$ cat config.mk
export PLATFORM = sky130hd
export DESIGN_NAME = verinject_campaign_ctrl
export DESIGN_NICKNAME = d
export VERILOG_FILES = /design/src/rtl/verinject_ctrl_pkg.sv /design/src/rtl/verinject_obs_window.sv /design/src/rtl/verinject_campaign_ctrl.sv
export SDC_FILE = /design/constraint.sdc
export NUM_CORES = 1
export LEC_CHECK = 0
export CELL_PAD_IN_SITES_DETAIL_PLACEMENT = 0
export CELL_PAD_IN_SITES_GLOBAL_PLACEMENT = 1
export CORE_UTILIZATION = 30
export DETAILED_ROUTE_END_ITERATION = 8
export PLACE_DENSITY_LB_ADDON = 0.1
export SETUP_SLACK_MARGIN = 0.15
export SLEW_MARGIN = 10
export SYNTH_ARGS = -nofsm -noshare
export SYNTH_HDL_FRONTEND = slang
export SYNTH_SLANG_ARGS = --single-unit
$ cat constraint.sdc
create_clock -name clk_i -period 2.3 [get_ports clk_i]
set_input_delay 0.23 -clock clk_i [delete_from_list [all_inputs] [get_ports clk_i]]
set_output_delay 0.23 -clock clk_i [all_outputs]
set_load 0.05 [all_outputs]
$ cat src/rtl/verinject_ctrl_pkg.sv
// -----------------------------------------------------------------------------
// verinject_ctrl_pkg
//   Shared types and helpers for the single-bit fault-injection campaign
//   controller.
//   - state_e   : campaign FSM states, also exported on the debug state port.
//   - NO_INJECT : "inject nothing" code for the injector state bus (all-ones).
//                 Users take the low STATE_W bits.
//   - bit_w     : width of a bit-index field covering 0..max_bit.
//   - lat_w     : width of a latency field covering 0..observe_cycles.
//   - phase_w   : width of a phase counter long enough for the longest
//                 timed phase (reset, settle or observe).
// -----------------------------------------------------------------------------
package verinject_ctrl_pkg;

    typedef enum logic [2:0] {
        S_IDLE    = 3'd0,
        S_RESET   = 3'd1,
        S_SETTLE  = 3'd2,
        S_INJECT  = 3'd3,
        S_OBSERVE = 3'd4,
        S_REPORT  = 3'd5,
        S_DONE    = 3'd6
    } state_e;

    // Injector buses up to 64 bits wide slice their constant from this value.
    localparam logic [63:0] NO_INJECT = '1;

    function automatic int bit_w(input int max_bit);
        return (max_bit < 1) ? 1 : $clog2(max_bit + 1);
    endfunction

    function automatic int lat_w(input int observe_cycles);
        return (observe_cycles < 1) ? 1 : $clog2(observe_cycles + 1);
    endfunction

    function automatic int phase_w(input int a, input int b, input int c);
        int m;
        m = (a > b) ? a : b;
        m = (m > c) ? m : c;
        return (m < 2) ? 1 : $clog2(m);
    endfunction

endpackage

$ cat src/rtl/verinject_obs_window.sv
// -----------------------------------------------------------------------------
// verinject_obs_window
//   Compares the golden and injected DUT outputs for one injection run.
//   - During settle it raises a sticky prefault flag on any mismatch.
//   - During observe it counts window cycles (1 on the first cycle) and
//     captures the cycle number of the first mismatch as the latency.
//   Outputs are the next-state view of the flags: they already include the
//   mismatch seen in the current cycle, so the controller can load its result
//   registers on the same edge that closes the window.
//
// Ports
//   clk_i, rst_i        clock, asynchronous active-high reset
//   clear_i             clear all per-run state (entry to a new run)
//   settle_en_i         current cycle belongs to the settle phase
//   observe_en_i        current cycle belongs to the observation window
//   golden_i            output of the uninjected DUT
//   injected_i          output of the injected DUT
//   detected_o          a mismatch has been seen inside the window
//   latency_o           window cycle of the first mismatch, 0 if none
//   prefault_o          a mismatch has been seen during settle
// -----------------------------------------------------------------------------
module verinject_obs_window
    import verinject_ctrl_pkg::*;
#(
    parameter int CMP_W          = 32,
    parameter int OBSERVE_CYCLES = 16,
    localparam int LW            = lat_w(OBSERVE_CYCLES)
) (
    input  logic             clk_i,
    input  logic             rst_i,
    input  logic             clear_i,
    input  logic             settle_en_i,
    input  logic             observe_en_i,
    input  logic [CMP_W-1:0] golden_i,
    input  logic [CMP_W-1:0] injected_i,
    output logic             detected_o,
    output logic [LW-1:0]    latency_o,
    output logic             prefault_o
);

    logic          mismatch;
    logic [LW-1:0] cnt_q, cnt_d;
    logic [LW-1:0] lat_q, lat_d;
    logic          det_q, det_d;
    logic          pre_q, pre_d;

    assign mismatch = (golden_i != injected_i);

    always_comb begin
        cnt_d = cnt_q;
        lat_d = lat_q;
        det_d = det_q;
        pre_d = pre_q;
        if (clear_i) begin
            cnt_d = '0;
            lat_d = '0;
            det_d = 1'b0;
            pre_d = 1'b0;
        end else begin
            if (settle_en_i && mismatch) begin
                pre_d = 1'b1;
            end
            if (observe_en_i) begin
                // cnt_q + 1 is the number of the current window cycle.
                cnt_d = cnt_q + LW'(1);
                if (mismatch && !det_q) begin
                    det_d = 1'b1;
                    lat_d = cnt_q + LW'(1);
                end
            end
        end
    end

    always_ff @(posedge clk_i or posedge rst_i) begin
        if (rst_i) begin
            cnt_q <= '0;
            lat_q <= '0;
            det_q <= 1'b0;
            pre_q <= 1'b0;
        end else begin
            cnt_q <= cnt_d;
            lat_q <= lat_d;
            det_q <= det_d;
            pre_q <= pre_d;
        end
    end

    assign detected_o = det_d;
    assign latency_o  = lat_d;
    assign prefault_o = pre_d;

endmodule

$ cat src/rtl/verinject_campaign_ctrl.sv
// -----------------------------------------------------------------------------
// verinject_campaign_ctrl
//   Runs an exhaustive single-bit fault-injection campaign over a golden /
//   injected DUT pair. For each bit index 0..MAX_BIT: hold the DUT pair in
//   reset, let it settle, inject one fault for one cycle, watch the outputs
//   for OBSERVE_CYCLES cycles, then report one result record.
//
//   The result record is a strobe: result_valid_o is high for exactly one
//   cycle per index with no back-pressure; the result_* fields stay stable
//   until the next strobe.
//
// Ports
//   clk_i               clock, rising edge
//   rst_i               asynchronous active-high reset
//   start_i             begin campaign (sampled only in IDLE or DONE)
//   abort_i             abandon campaign, back to IDLE (highest priority)
//   golden_out_i        output of the uninjected DUT
//   injected_out_i      output of the injected DUT
//   injector_state_o    injection target, NO_INJECT except in INJECT
//   dut_rst_o           reset to both DUT copies
//   busy_o              campaign in progress
//   done_o              campaign complete
//   result_valid_o      one-cycle strobe per bit index
//   result_bit_o        bit index just tested
//   result_detected_o   mismatch seen in the observation window
//   result_latency_o    window cycle of the first mismatch (0 if none)
//   result_prefault_o   mismatch seen while settling (contaminated run)
//   detected_count_o    number of indices reported as detected
//   state_o             current FSM state (debug)
// -----------------------------------------------------------------------------
module verinject_campaign_ctrl
    import verinject_ctrl_pkg::*;
#(
    parameter int STATE_W        = 32,
    parameter int MAX_BIT        = 96,
    parameter int RESET_CYCLES   = 2,
    parameter int SETTLE_CYCLES  = 8,
    parameter int OBSERVE_CYCLES = 16,
    parameter int CMP_W          = 32,
    localparam int BW            = bit_w(MAX_BIT),
    localparam int LW            = lat_w(OBSERVE_CYCLES)
) (
    input  logic               clk_i,
    input  logic               rst_i,
    input  logic               start_i,
    input  logic               abort_i,
    input  logic [CMP_W-1:0]   golden_out_i,
    input  logic [CMP_W-1:0]   injected_out_i,
    output logic [STATE_W-1:0] injector_state_o,
    output logic               dut_rst_o,
    output logic               busy_o,
    output logic               done_o,
    output logic               result_valid_o,
    output logic [BW-1:0]      result_bit_o,
    output logic               result_detected_o,
    output logic [LW-1:0]      result_latency_o,
    output logic               result_prefault_o,
    output logic [BW:0]        detected_count_o,
    output state_e             state_o
);

    localparam int CW   = phase_w(RESET_CYCLES, SETTLE_CYCLES, OBSERVE_CYCLES);
    localparam int CNTW = BW + 1;
    localparam logic [STATE_W-1:0] NO_INJ = NO_INJECT[STATE_W-1:0];

    // A bit index equal to NO_INJECT would be indistinguishable from "no
    // fault", and every timed phase needs at least one cycle.
    if (STATE_W > 64 ||
        (STATE_W < 32 && MAX_BIT >= (1 << STATE_W) - 1) ||
        RESET_CYCLES < 1 || SETTLE_CYCLES < 1 || OBSERVE_CYCLES < 1 ||
        MAX_BIT < 0) begin : g_bad_params
        $error("verinject_campaign_ctrl: illegal parameter combination");
    end

    state_e               state_q, state_d;
    logic [CW-1:0]        phase_q, phase_d;
    logic [BW-1:0]        bit_q, bit_d;
    logic [STATE_W-1:0]   inj_q, inj_d;
    logic                 dut_rst_q, dut_rst_d;
    logic                 rv_q, rv_d;
    logic [BW-1:0]        rbit_q, rbit_d;
    logic                 rdet_q, rdet_d;
    logic [LW-1:0]        rlat_q, rlat_d;
    logic                 rpre_q, rpre_d;
    logic [CNTW-1:0]      count_q, count_d;
    logic                 campaign_clear;
    logic                 win_clear;
    logic                 win_det;
    logic [LW-1:0]        win_lat;
    logic                 win_pre;

    // ------------------------------------------------------------------
    // Next-state logic
    // ------------------------------------------------------------------
    always_comb begin
        state_d        = state_q;
        bit_d          = bit_q;
        campaign_clear = 1'b0;
        case (state_q)
            S_IDLE, S_DONE: begin
                if (start_i) begin
                    state_d        = S_RESET;
                    campaign_clear = 1'b1;
                end
            end
            S_RESET: begin
                if (phase_q == CW'(RESET_CYCLES - 1)) state_d = S_SETTLE;
            end
            S_SETTLE: begin
                if (phase_q == CW'(SETTLE_CYCLES - 1)) state_d = S_INJECT;
            end
            S_INJECT: begin
                state_d = S_OBSERVE;
            end
            S_OBSERVE: begin
                if (phase_q == CW'(OBSERVE_CYCLES - 1)) state_d = S_REPORT;
            end
            S_REPORT: begin
                if (bit_q == BW'(MAX_BIT)) begin
                    state_d = S_DONE;
                end else begin
                    state_d = S_RESET;
                    bit_d   = bit_q + BW'(1);
                end
            end
            default: begin
                state_d = S_IDLE;
            end
        endcase
        // Abort overrides start and the REPORT hand-off alike.
        if (abort_i) begin
            state_d        = S_IDLE;
            bit_d          = bit_q;
            campaign_clear = 1'b0;
        end
        if (campaign_clear) begin
            bit_d = '0;
        end
    end

    // Phase counter restarts on every state change and only runs in the
    // timed phases.
    always_comb begin
        phase_d = '0;
        if (state_d == state_q &&
            (state_q == S_RESET || state_q == S_SETTLE || state_q == S_OBSERVE)) begin
            phase_d = phase_q + CW'(1);
        end
    end

    assign win_clear = (state_d == S_RESET) && (state_q != S_RESET);

    verinject_obs_window #(
        .CMP_W          (CMP_W),
        .OBSERVE_CYCLES (OBSERVE_CYCLES)
    ) u_obs_window (
        .clk_i        (clk_i),
        .rst_i        (rst_i),
        .clear_i      (win_clear),
        .settle_en_i  (state_q == S_SETTLE),
        .observe_en_i (state_q == S_OBSERVE),
        .golden_i     (golden_out_i),
        .injected_i   (injected_out_i),
        .detected_o   (win_det),
        .latency_o    (win_lat),
        .prefault_o   (win_pre)
    );

    // ------------------------------------------------------------------
    // Registered outputs, computed from the next state so that each output
    // lines up with the state it belongs to.
    // ------------------------------------------------------------------
    always_comb begin
        inj_d     = (state_d == S_INJECT) ? STATE_W'(bit_d) : NO_INJ;
        dut_rst_d = (state_d == S_RESET);
        rv_d      = (state_d == S_REPORT);
        rbit_d    = rbit_q;
        rdet_d    = rdet_q;
        rlat_d    = rlat_q;
        rpre_d    = rpre_q;
        count_d   = count_q;
        if (campaign_clear) begin
            count_d = '0;
        end
        if (state_d == S_REPORT) begin
            rbit_d = bit_q;
            rdet_d = win_det;
            rlat_d = win_lat;
            rpre_d = win_pre;
            if (win_det) begin
                count_d = count_q + CNTW'(1);
            end
        end
    end

    always_ff @(posedge clk_i or posedge rst_i) begin
        if (rst_i) begin
            state_q   <= S_IDLE;
            phase_q   <= '0;
            bit_q     <= '0;
            inj_q     <= NO_INJ;
            dut_rst_q <= 1'b1;
            rv_q      <= 1'b0;
            rbit_q    <= '0;
            rdet_q    <= 1'b0;
            rlat_q    <= '0;
            rpre_q    <= 1'b0;
            count_q   <= '0;
        end else begin
            state_q   <= state_d;
            phase_q   <= phase_d;
            bit_q     <= bit_d;
            inj_q     <= inj_d;
            dut_rst_q <= dut_rst_d;
            rv_q      <= rv_d;
            rbit_q    <= rbit_d;
            rdet_q    <= rdet_d;
            rlat_q    <= rlat_d;
            rpre_q    <= rpre_d;
            count_q   <= count_d;
        end
    end

    assign injector_state_o  = inj_q;
    assign dut_rst_o         = dut_rst_q;
    assign busy_o            = (state_q != S_IDLE) && (state_q != S_DONE);
    assign done_o            = (state_q == S_DONE);
    assign result_valid_o    = rv_q;
    assign result_bit_o      = rbit_q;
    assign result_detected_o = rdet_q;
    assign result_latency_o  = rlat_q;
    assign result_prefault_o = rpre_q;
    assign detected_count_o  = count_q;
    assign state_o           = state_q;

endmodule

==> results.md, run 1 <==
* PwrDens at approximately 560 mW/mm^2
* First-pass GRT wire length at 14100 um
* Max-slew violation count at 0
* Total core area at 0.0109 sq mm
* Drt initial violations at 67
* Synth warn at 0
* Setup Skew at between 0.007 and 0.008 ns
* Crit path from: phase_q[0]$_DFF_PP0_
* CTS buffer count at 9
* Worst path slowest cell: dfrtp_1
* FF+latch count, synth at between 50 and 60
* Post-synthesis cell type count at 53
* # rows at 38
* Hold slack final at 0.286 ns
* Clock root buffer: clkbuf_16
* Commonest cells post-synth: dfrtp_1, nand2_1, xnor2_1, nor2_1, buf_4
* Worst Path Buf+Inv at 2
* WL/cell at 14.2 um
* Max-cap violations at 0
* Clk sinks at between 50 and 60
* N_diodes at 0
* Crit end category: flop
* Reg2Reg Depth at 9
* Run status: finished, final reports clean
* Most frequent cell after synthesis: dfrtp_1
* Drc violations at 0
* Max incr delay on CP at between 0.3 and 0.4 ns
* Sequential share of the synthesized area at 0.432
* Final ANT Viol Nets at 0
* Max H-tree Level at 3
* Pre-Repair DR Iteration Count at 4
* Clk_lat worst skew at 0.32 ns
* Main flop type after synthesis: dfrtp_1
* Share of layout cells above drive strength 1 at 0.211
* Worst-Margin Slew at about 0.55 ns
* Die Y at 108 um
* IO Pins at around 130
* Critical R2R Launch: phase_q[0]$_DFF_PP0_
* Design area at 0.00521 sq mm
* Largest net degree at the start of global routing at between 50 and 60
* CP Max Fanout at 7
* Mapped Cells at 335
* Share of the synthesized area in the top cell type at 0.362
* Mapped Nets at between 400 and 500
* GRT overflow at 0
* Max VDD drop at 298 uV
* Final setup viols at 0
* CP Launch Type: flop
* CP cell instances: ha_1 > nor4b_2 > buf_4 > a31oi_2 > a221oi_4 > buf_6 > nor3_4 > o221a_1 > o221a_1
* Clock-pin slew of the registers on the worst-case setup and hold paths at around 0.05 ns
* R2R Path End: detected_count_o[5]$_DFF_PP0_
* Post-synth top area cell: dfrtp_1
* CTS max path bufs at 2
* # nets final at between 500 and 600
* Final Hold Vio Count at 0
* Post-Syn Area at between 0.003 and 0.004 sq mm
* Post-synth EDFFs at 0
* Gpl congestion at roughly 0.8
* Layout area overhead at 53.9%
* R2r setup slk at between 0.15 and 0.2 ns
* Initial Util at 0.310
* Die area at ~0.012 sq mm
* CTS tree: yes
* CP Depth at 9
* WP data arrival at 2.39 ns
* Post-Syn Area per Cell at between 10 and 15 sq um
* Top cell by count, worst path: o221a_1
* Relative slew slack at 0.631
* Max frequency at ~0.47 GHz
* HP Class: input port to async pin
* Synth top area cells: dfrtp_1, xnor2_1, dfstp_2
* Total Routed Length at 8760 um
* RSZ-0062 raised after global routing: yes
* Die width at about 110 um
* CP required at ~2.6 ns
* Largest delay share family, worst path: compound AO/OA/AOI/OAI gates
* Placed Area at about 0.0048 sq mm
* Final period util at 0.924
* Detailed-route via count at 2789
* P_leak at between 2 and 2.5 nW
* Fraction of registers with async set/reset at 1.00
* Final Critical Period at between 2 and 2.5 ns
* Via/cell ratio at ~4.5
* CP endpoint: detected_count_o[5]$_DFF_PP0_
* IO buf count at between 100 and 150
* Vias in the first global route at ~2800
* WS Path Type: flop to flop
* Post-DP HPWL at ~6500 um
* Total Routing Usage GR at 0.156
* Initial antenna violation count at 0
[layout by cell type, fill, tap and decap left out, drive strengths merged, types with 3 or more instances in the layout]
| master | netlist | routed |
|---|---|---|
| clkdlybuf4s50 | 0 | 101 |
| dfrtp | 49 | 49 |
| nand2 | 43 | 43 |
| xnor2 | 37 | 37 |
| buf | 31 | 37 |
| nor2 | 26 | 26 |
| dlygate4sd2 | 0 | 25 |
| clkbuf | 5 | 12 |
| o21ai | 12 | 12 |
| nand4 | 10 | 10 |
| a21oi | 10 | 10 |
| or2 | 9 | 9 |
| dfstp | 9 | 9 |
| xor2 | 8 | 8 |
| nor2b | 8 | 8 |
| inv | 8 | 8 |
| mux2i | 7 | 7 |
| ha | 6 | 6 |
| o221a | 6 | 6 |
| o211a | 5 | 5 |
| o2111ai | 5 | 5 |
| nand3 | 4 | 4 |
| and3 | 4 | 4 |
| o31a | 3 | 3 |
| nor3 | 3 | 3 |
| or3 | 3 | 3 |
| nor4b | 3 | 3 |
[flip-flops by register name (all words and copies together) (netlist names), 3 cells and up]
| signal | cells |
|---|---|
| state_o | 3 |
| u_obs_window.cnt_q | 5 |
| phase_q | 4 |
| u_obs_window.lat_q | 5 |
| bit_q | 7 |
| result_bit_o | 7 |
| injector_state_o | 8 |
| result_latency_o | 5 |
| detected_count_o | 8 |
[cell families (layout without fill, tap and decap cells)]
kind of cell,after synthesis,after routing,share of synthesized area
DFF,58,58,0.432
adders and majority gates,6,6,0.0222
xor gates and xnor gates,45,45,0.116
AOI/OAI and AO/OA,48,48,0.116
buffers and inverters,44,187,0.0883
muxes,8,8,0.0240
and+or+nand+nor,126,126,0.201
[worst min-delay path by stage]
stage	end	slack, ns
2_1_floorplan	state_o[1]$_DFF_PP0_	0.41
3_3_place_gp	result_prefault_o$_DFFE_PP0P_	0.46
3_5_place_dp	result_prefault_o$_DFFE_PP0P_	0.47
4_1_cts	result_latency_o[2]$_DFFE_PP0P_	0.30
5_1_grt	result_latency_o[0]$_DFFE_PP0P_	0.32
6_report	result_latency_o[1]$_DFFE_PP0P_	0.29
[area by class of cell]
| type | instances | area, sq um |
|---|---|---|
| inverter | 8 | 37.5 |
| multi-input combinational | 233 | 1680 |
| clock buffer | 12 | 256 |
| sequential | 58 | 1470 |
| timing repair buffer | 163 | 1550 |
| fill | 1061 | 5720 |
| tap | 140 | 175 |
| clock inverter | 4 | 50.0 |
[report_power, final]
part	internal (mW)	leakage [nW]	total [mW]	switching, mW
Clock	0.895	0.145	1.36	0.461
Combinational	0.244	1.30	0.474	0.230
Sequential	1.05	0.769	1.06	0.0194
Total	2.18	2.22	2.89	0.711
[worst register-to-register path, cell delays in order (launching register included)]
cell and delay [ns]:
dfrtp_1 0.38, ha_1 0.21, nor4b_2 0.15, buf_4 0.13, a31oi_2 0.20, a221oi_4 0.12
buf_6 0.14, nor3_4 0.32, o221a_1 0.24, o221a_1 0.17
[metrics by stage]
step           total power [mW]  setup slack, ns  setup TNS, ns  utilization  instances
6_report                   2.89            0.175              0        0.477        618
3_5_place_dp               1.55          -0.0385         -0.173        0.443        598
2_1_floorplan              1.32            0.127              0            -        335
4_1_cts                    2.93            0.119              0        0.474        618
3_3_place_gp               1.54          -0.0366         -0.192        0.443        598
5_1_grt                    3.02           0.0797              0        0.477        618
[routing by layer]
layer / vias up / routed length (um) / global-route usage
met5: - / 0 / 0
met4: 0 / 106 / 0.0492
met3: 12 / 461 / 0.0362
met2: 64 / 4220 / 0.262
met1: 1315 / 3970 / 0.197
li1: 1398 / - / -
[repair_timing]
item	in CTS	in global routing
hold buffers	0	0
buffers inserted	4	0
setup endpoints to repair	69	45
pin swaps	2	5
hold endpoints to repair	0	0
gates resized for setup	33	7
(Power assumes the default switching activity.)
==> run 2: changes to the inputs <==
Settings changed: HOLD_SLACK_MARGIN from default to 0.15.
==> results of run 2 <==
No change in the layout: final DEF, timing and power equal those of run 1.
